[config.mk]
export PLATFORM = sky130hd
export DESIGN_NAME = input_conditioner
export DESIGN_NICKNAME = d
export VERILOG_FILES = /design/src/rtl/input_conditioner_pkg.sv /design/src/rtl/input_conditioner_debounce_channel.sv /design/src/rtl/input_conditioner.sv
export SDC_FILE = /design/constraint.sdc
export NUM_CORES = 1
export LEC_CHECK = 0
export BUFFER_PORTS_ARGS = -buffer_cell sky130_fd_sc_hd__buf_2
export CORE_ASPECT_RATIO = 1.75
export CORE_MARGIN = 2
export CORE_UTILIZATION = 46
export CTS_CLUSTER_DIAMETER = 60
export DETAILED_ROUTE_END_ITERATION = 8
export PLACE_DENSITY = 0.69
export SKIP_LAST_GASP = 1
export SYNTH_ARGS = -nofsm -noshare
export SYNTH_HDL_FRONTEND = slang
export SYNTH_SLANG_ARGS = --single-unit
[constraint.sdc]
create_clock -name clk -period 8.8 [get_ports clk]
set_clock_uncertainty 0.05 [all_clocks]
set_input_delay 1.76 -clock clk [delete_from_list [all_inputs] [get_ports clk]]
set_output_delay 1.76 -clock clk [all_outputs]
set_load 0.01 [all_outputs]
[src/rtl/input_conditioner_pkg.sv]
// Shared widths and timing defaults for the board input conditioner and the
// digital input peripheral that consumes its outputs.
package input_conditioner_pkg;

    localparam int SW_W   = 16;
    localparam int BTN_W  = 5;
    localparam int IPIN_W = 4;
    localparam int NUM_CH = SW_W + BTN_W + IPIN_W;

    localparam int TICK_DIV_DEFAULT     = 100_000;
    localparam int STABLE_TICKS_DEFAULT = 4;

endpackage

[src/rtl/input_conditioner_debounce_channel.sv]
// One debounced bit: two-flop synchronizer, saturating disagreement counter
// advanced only on the shared sample tick, and the stable output flop.
module debounce_channel #(
    parameter int STABLE_TICKS = 4
) (
    input  logic clk,
    input  logic rst,
    input  logic tick,
    input  logic raw_in,
    output logic stable_out
);

    localparam int CNT_W = $clog2(STABLE_TICKS + 1);
    localparam logic [CNT_W-1:0] CNT_LAST = CNT_W'(STABLE_TICKS - 1);

    logic             sync1_q, sync1_d;
    logic             sync2_q, sync2_d;
    logic [CNT_W-1:0] cnt_q, cnt_d;
    logic             stable_q, stable_d;

    // The output only flips after STABLE_TICKS consecutive disagreeing
    // samples; any agreeing sample restarts the count.
    always_comb begin
        sync1_d  = raw_in;
        sync2_d  = sync1_q;
        cnt_d    = cnt_q;
        stable_d = stable_q;
        if (tick) begin
            if (sync2_q == stable_q) begin
                cnt_d = '0;
            end else if (cnt_q == CNT_LAST) begin
                stable_d = sync2_q;
                cnt_d    = '0;
            end else begin
                cnt_d = cnt_q + 1'b1;
            end
        end
    end

    always_ff @(posedge clk or posedge rst) begin
        if (rst) begin
            sync1_q  <= 1'b0;
            sync2_q  <= 1'b0;
            cnt_q    <= '0;
            stable_q <= 1'b0;
        end else begin
            sync1_q  <= sync1_d;
            sync2_q  <= sync2_d;
            cnt_q    <= cnt_d;
            stable_q <= stable_d;
        end
    end

    assign stable_out = stable_q;

endmodule

[src/rtl/input_conditioner.sv]
// Debounces switches, buttons and external pins on a shared sample tick and
// derives per-button rising-edge pulses and sticky press flags.
module input_conditioner
    import input_conditioner_pkg::*;
#(
    parameter int TICK_DIV     = TICK_DIV_DEFAULT,
    parameter int STABLE_TICKS = STABLE_TICKS_DEFAULT
) (
    input  logic              clk,
    input  logic              rst,
    input  logic [SW_W-1:0]   sw_in,
    input  logic [BTN_W-1:0]  btn_in,
    input  logic [IPIN_W-1:0] ipin_in,
    input  logic [BTN_W-1:0]  evt_clr,
    output logic [SW_W-1:0]   sw,
    output logic [BTN_W-1:0]  btn,
    output logic [IPIN_W-1:0] ipin,
    output logic [BTN_W-1:0]  btn_rise,
    output logic [BTN_W-1:0]  btn_evt
);

    localparam int TICK_W = $clog2(TICK_DIV);
    localparam logic [TICK_W-1:0] TICK_LAST = TICK_W'(TICK_DIV - 1);

    logic [TICK_W-1:0] tick_cnt_q, tick_cnt_d;
    logic              tick;
    logic [NUM_CH-1:0] raw_all;
    logic [NUM_CH-1:0] stable_all;
    logic [BTN_W-1:0]  btn_prev_q, btn_prev_d;
    logic [BTN_W-1:0]  btn_rise_q, btn_rise_d;
    logic [BTN_W-1:0]  btn_evt_q, btn_evt_d;

    assign tick = (tick_cnt_q == TICK_LAST);

    always_comb begin
        tick_cnt_d = tick ? '0 : tick_cnt_q + 1'b1;
    end

    always_ff @(posedge clk or posedge rst) begin
        if (rst) begin
            tick_cnt_q <= '0;
        end else begin
            tick_cnt_q <= tick_cnt_d;
        end
    end

    assign raw_all = {ipin_in, btn_in, sw_in};

    for (genvar i = 0; i < NUM_CH; i++) begin : g_chan
        debounce_channel #(
            .STABLE_TICKS(STABLE_TICKS)
        ) u_chan (
            .clk       (clk),
            .rst       (rst),
            .tick      (tick),
            .raw_in    (raw_all[i]),
            .stable_out(stable_all[i])
        );
    end

    assign sw   = stable_all[SW_W-1:0];
    assign btn  = stable_all[SW_W +: BTN_W];
    assign ipin = stable_all[SW_W+BTN_W +: IPIN_W];

    // A new press in the same cycle as its clear keeps the flag set.
    always_comb begin
        btn_prev_d = btn;
        btn_rise_d = btn & ~btn_prev_q;
        btn_evt_d  = btn_rise_q | (btn_evt_q & ~evt_clr);
    end

    always_ff @(posedge clk or posedge rst) begin
        if (rst) begin
            btn_prev_q <= '0;
            btn_rise_q <= '0;
            btn_evt_q  <= '0;
        end else begin
            btn_prev_q <= btn_prev_d;
            btn_rise_q <= btn_rise_d;
            btn_evt_q  <= btn_evt_d;
        end
    end

    assign btn_rise = btn_rise_q;
    assign btn_evt  = btn_evt_q;

endmodule

After elaboration in Yosys (flattened, before gate mapping):

Cells that the tools add are included.

* bits in registers: 182
* latch bits: 0
* bits in writable memories: 0
* bits in read-only memories: 0
* bits of input ports: 32
* output and inout port bits: 35
* logic and storage cells: 287
* memories kept: 0

* $add $sub $neg: 26
* multipliers: 0
* div/mod/pow operators: 0
* magnitude comparators: 0
* eq/ne operators: 51
* shift-type cells: 0
* multiplexer cells: 51
* bitwise operators: 30
* reduce and logical (&&, ||, !) cells: 25

Operators by type and width (count)
* two-way mux 3 bit: 50
* adder 3 x 1 -> 3 bit, second input constant: 25
* == test 3 x 2 -> 1 bit, second input constant: 25
* AND reduction 3 bit: 25
* == test 1 bit: 25
* inverter 1 bit: 25
* adder 17 x 1 -> 17 bit, second input constant: 1
* == test 17 bit, second input constant: 1
* two-way mux 17 bit: 1
* bitwise AND 5 bit: 2
* inverter 5 bit: 2
* OR 5 bit: 1

Longest topological paths before layout:

* word-level depth: 3
* depth in mapped cells: 7
* mapped depth without buffers: 5

Cells and area by module:

From an unflattened synthesis, not the netlist that was laid out.

* cell total of the unflattened synthesis: 630
* area total of the unflattened synthesis: 7638.6 sq um

By module, submodules not included
* debounce_channel: instances 25, cells an instance 21, area each 254.0 sq um, seq. area each 150.1 sq um
* input_conditioner: instances 1, cells an instance 105, area each 1288.7 sq um, seq. area each 800.8 sq um

Worst setup path after synthesis:

OpenSTA, ideal clock, no wires.

* kind: register to output
* start: register g_chan[16].u_chan.stable_q
* end: output btn[0]
* arrival: 538 ps
* required time: 6990 ps
* slack: 6452 ps
* stages on the path, launching flop included: 2
* buffers on the path: 1
* cells stage by stage: dfrtp_1 -> buf_4

RTL lines
* from (decl): RTL line input_conditioner_debounce_channel.sv:19 `logic stable_q, stable_d;`
* from (signal assigned): RTL line input_conditioner_debounce_channel.sv:50 `stable_q <= stable_d;`
* to (decl): RTL line input_conditioner.sv:16 `output logic [BTN_W-1:0] btn,`

No word-level cell between the ends.

==> metrics.md <==
| Metric | Value |
|---|---|
| Status | `finished, final reports clean` |
| PwrDens | `192.4 nW/um^2` |
| Final worst slack | `5737 ps` |
| Final Hold Vio Count | `0` |
| Slew Viols, Final | `0` |
| Placed cell count | `836` |
| Critical Path RT | `9210 ps` |
| Routed len/inst | `14.24 um` |
| Post-route cell area | `8397 um^2` |
| Core ar. | `16,210 um^2` |
| DRT Wirelength | `12,360 um` |
| Synth top area share | `60.27%` |
| Worst slack on hold paths | `292.7 ps` |
| Die width | `100.9 um` |
| Endpoint class of the critical path | `async pin` |
| Synthesized area | `7556 um^2` |
| Worst Path Arrival | `3470 ps` |
| Hold crit path type | `reg -> reg` |
| Row count | `62` |
| HP Start | `g_chan[0].u_chan.sync1_q` |
| Initial antenna violation count | `0` |
| Total power | `1.615 mW` |
| Seq cells post-synth | `182` |
| Max-cap viol count | `0` |
| Syn. warnings | `0` |
| Clock Path Buffers | `2` |
| Post-CTS Setup Bufs | `0` |
| Synth top area cells | `dfrtp_1 (60%), nand2_1 (4.7%), mux2_4 (4.4%)` |
| CTS tree | `done` |
| Least-Margin Pin Slew | `1016 ps` |
| CTS H-tree lvls | `4` |
| Min Tclk post-route | `3063 ps` |
| Vias in the first global route | `4,666` |
| Final Core Density | `51.79%` |
| Leakage power | `4.445 nW` |
| Share of layout cells above drive strength 1 | `19.08%` |
| Die Area | `17,510 um^2` |
| Sequential fraction of the synthesis area | `60.27%` |
| Crit-path slowest cell | `buf_4` |
| Pre-antenna DRT Iters | `4` |
| CTS resizes | `0` |
| Final Non-Filler Cells | `868` |
| Cts bufs inserted | `17` |
| Skew-Pair Late Insertion Delay | `430 ps` |
| P_int | `1.261 mW` |
| RSZ-0062 raised after global routing | `no` |
| Hold-fix buffers at CTS | `0` |
| Post-route clock period utilization | `34.81%` |
| Crit path launch type | `input pin` |
| NumNets Final | `721` |
| Crit Path Class | `in -> async` |
| Netlist cell types | `36` |
| Critical Path Max Stage Delay | `790 ps` |
| Synthesized Nets | `677` |
| Area grow syn2layout | `11.13%` |
| Ant. Diodes | `0` |
| Clock tree root driver cell | `clkbuf_16` |
| Die extent in y | `173.5 um` |
| GPL Wtd Cong | `0.7360` |
| Flop pwr share | `52.9%` |
| ANT nets after route | `0` |
| Clock Power Share | `44.9%` |
| Gr usage total | `15.39%` |
| Relative slew slack | `32.29%` |
| DRC | `0` |
| Max Clk Rate | `326.4 MHz` |
| Initial DRC Count | `180` |
| Switching Fraction | `21.96%` |
| I/O Pins | `67` |
| Port Buf Inserts | `66` |
| Clk pin slew, worst setup/hold paths | `70 ps` |
| CP cell instances | `buf_2 -> inv_6 -> buf_4` |
| Drt via density | `5.152` |
| Worst R2R Setup Slack | `6110 ps` |
| Max VDD drop | `0.1174 mV` |
| WHS Path Cells | `0` |
| Avg Inst Size Synth | `12.21 um^2` |
| Setup TNS | `0 ps` |
| Crit Path Max Fanout | `116` |
| Worst Hold Endpoint | `g_chan[0].u_chan.sync2_q` |
| Top Family by Delay on Critical Path | `buffers and inverters` |
| Post-place setup slack | `5178 ps` |
| Buf/Inv on CP | `3` |
| First-pass GRT wire length | `21,160 um` |
| # setup viols final | `0` |
| Switching pwr | `354.7 uW` |
| Initial Util | `46.60%` |
| R2r startpoint | `tick_cnt_q[0]` |
| Cells after Synth | `619` |
| Pin count of the biggest net entering global routing | `117` |
| FF-to-FF path depth | `5` |
| Hpwl dp | `7853 um` |
| Routed vias | `4,472` |
| Logic pwr share | `2.3%` |
| Area after DPL | `7835 um^2` |
| Gr ovfl total | `0` |
| Area leader, netlist | `dfrtp_1` |
| Clock Sinks | `182` |
| Reg-to-reg critical path endpoint | `g_chan[6].u_chan.stable_out` |
## area by class of cell
type | instances | area (um^2)
repair buffers | 67 | 337.8
clock buffers | 19 | 442.9
well taps | 192 | 240.2
flip-flops and latches | 182 | 4554
fillers | 1387 | 7816
multi-input cells | 387 | 2668
clock inverters | 13 | 118.9
inverters | 8 | 35.03
## synthesized netlist by cell type
library cell / number
dfrtp_1: 182
nand2_1: 95
nor2_1: 54
xnor2_1: 31
buf_4: 30
ha_1: 26
nor2b_1: 26
nand3_1: 25
o21a_1: 24
mux2_4: 22
mux2i_1: 18
a21o_1: 12
nor4_1: 9
inv_1: 8
xor2_1: 8
nand3b_1: 7
nand4_1: 6
buf_6: 5
buf_2: 4
and2b_1: 3
clkbuf_1: 3
mux2_2: 3
nor3_1: 3
and4_1: 2
and4b_1: 2
a21oi_1: 1
and2_1: 1
and3_1: 1
and3_4: 1
and4_4: 1
and4bb_2: 1
nand4_2: 1
nor4_4: 1
nor4bb_1: 1
o21ai_0: 1
or4_1: 1
## placed cells by master (no fill, tap or decap), drive strengths merged, types with 19 or more instances in the layout
cell      n
mux2     25
clkbuf   19
o21a     24
xnor2    31
nor2     54
nand2    95
nand3    25
dfrtp   182
nor2b    26
ha       26
buf      67
## power by group through the flow
stage,clock [mW],combinational (mW),sequential [mW]
3_3_place_gp,0,0.0362,0.869
4_1_cts,0.750,0.0383,0.854
2_1_floorplan,0,0.0240,0.868
6_report,0.725,0.0365,0.854
5_1_grt,0.781,0.0431,0.855
3_5_place_dp,0,0.0381,0.870
## cells by family after synthesis
group                    after synthesis  share of synthesized area [%]
AO/OA/AOI/OAI                         38                          3.709
XOR/XNOR                              39                          4.521
adder cells (fa/ha/maj)               26                          4.305
buffers and inverters                 50                          4.537
flip-flops                           182                          60.27
multiplexers                          43                          7.203
AND/OR/NAND/NOR                      241                          15.45
## state kept, by name, summed over array words and instances, names as in the netlist
signal / flops
btn_prev_q: 5
btn_rise: 5
tick_cnt_q: 17
g_chan.u_chan.sync1_q: 25
g_chan.u_chan.sync2_q: 25
btn_evt: 5
g_chan.u_chan.cnt_q: 75
g_chan.u_chan.stable_out: 25
## routing by layer
layer / global-route usage [%] / vias up / wire [um]
li1: - / 2126 / -
met1: 17.23 / 2266 / 4972
met2: 26.78 / 61 / 6777
met3: 4.355 / 19 / 361
met4: 6.735 / 0 / 253
met5: 0 / - / 0
## worst max-delay path by stage
stage                                 end  slack, ps  start  cells past startpoint
2_1_floorplan                  btn_evt[0]       2050    rst                      1
3_3_place_gp   g_chan[22].u_chan.cnt_q[0]       5280    rst                      3
3_5_place_dp               tick_cnt_q[14]       5180    rst                      3
4_1_cts         g_chan[16].u_chan.sync1_q       5650    rst                      3
5_1_grt         g_chan[6].u_chan.cnt_q[2]       5380    rst                      3
6_report       g_chan[13].u_chan.cnt_q[2]       5740    rst                      3
Power figures use the tool's default switching activity.
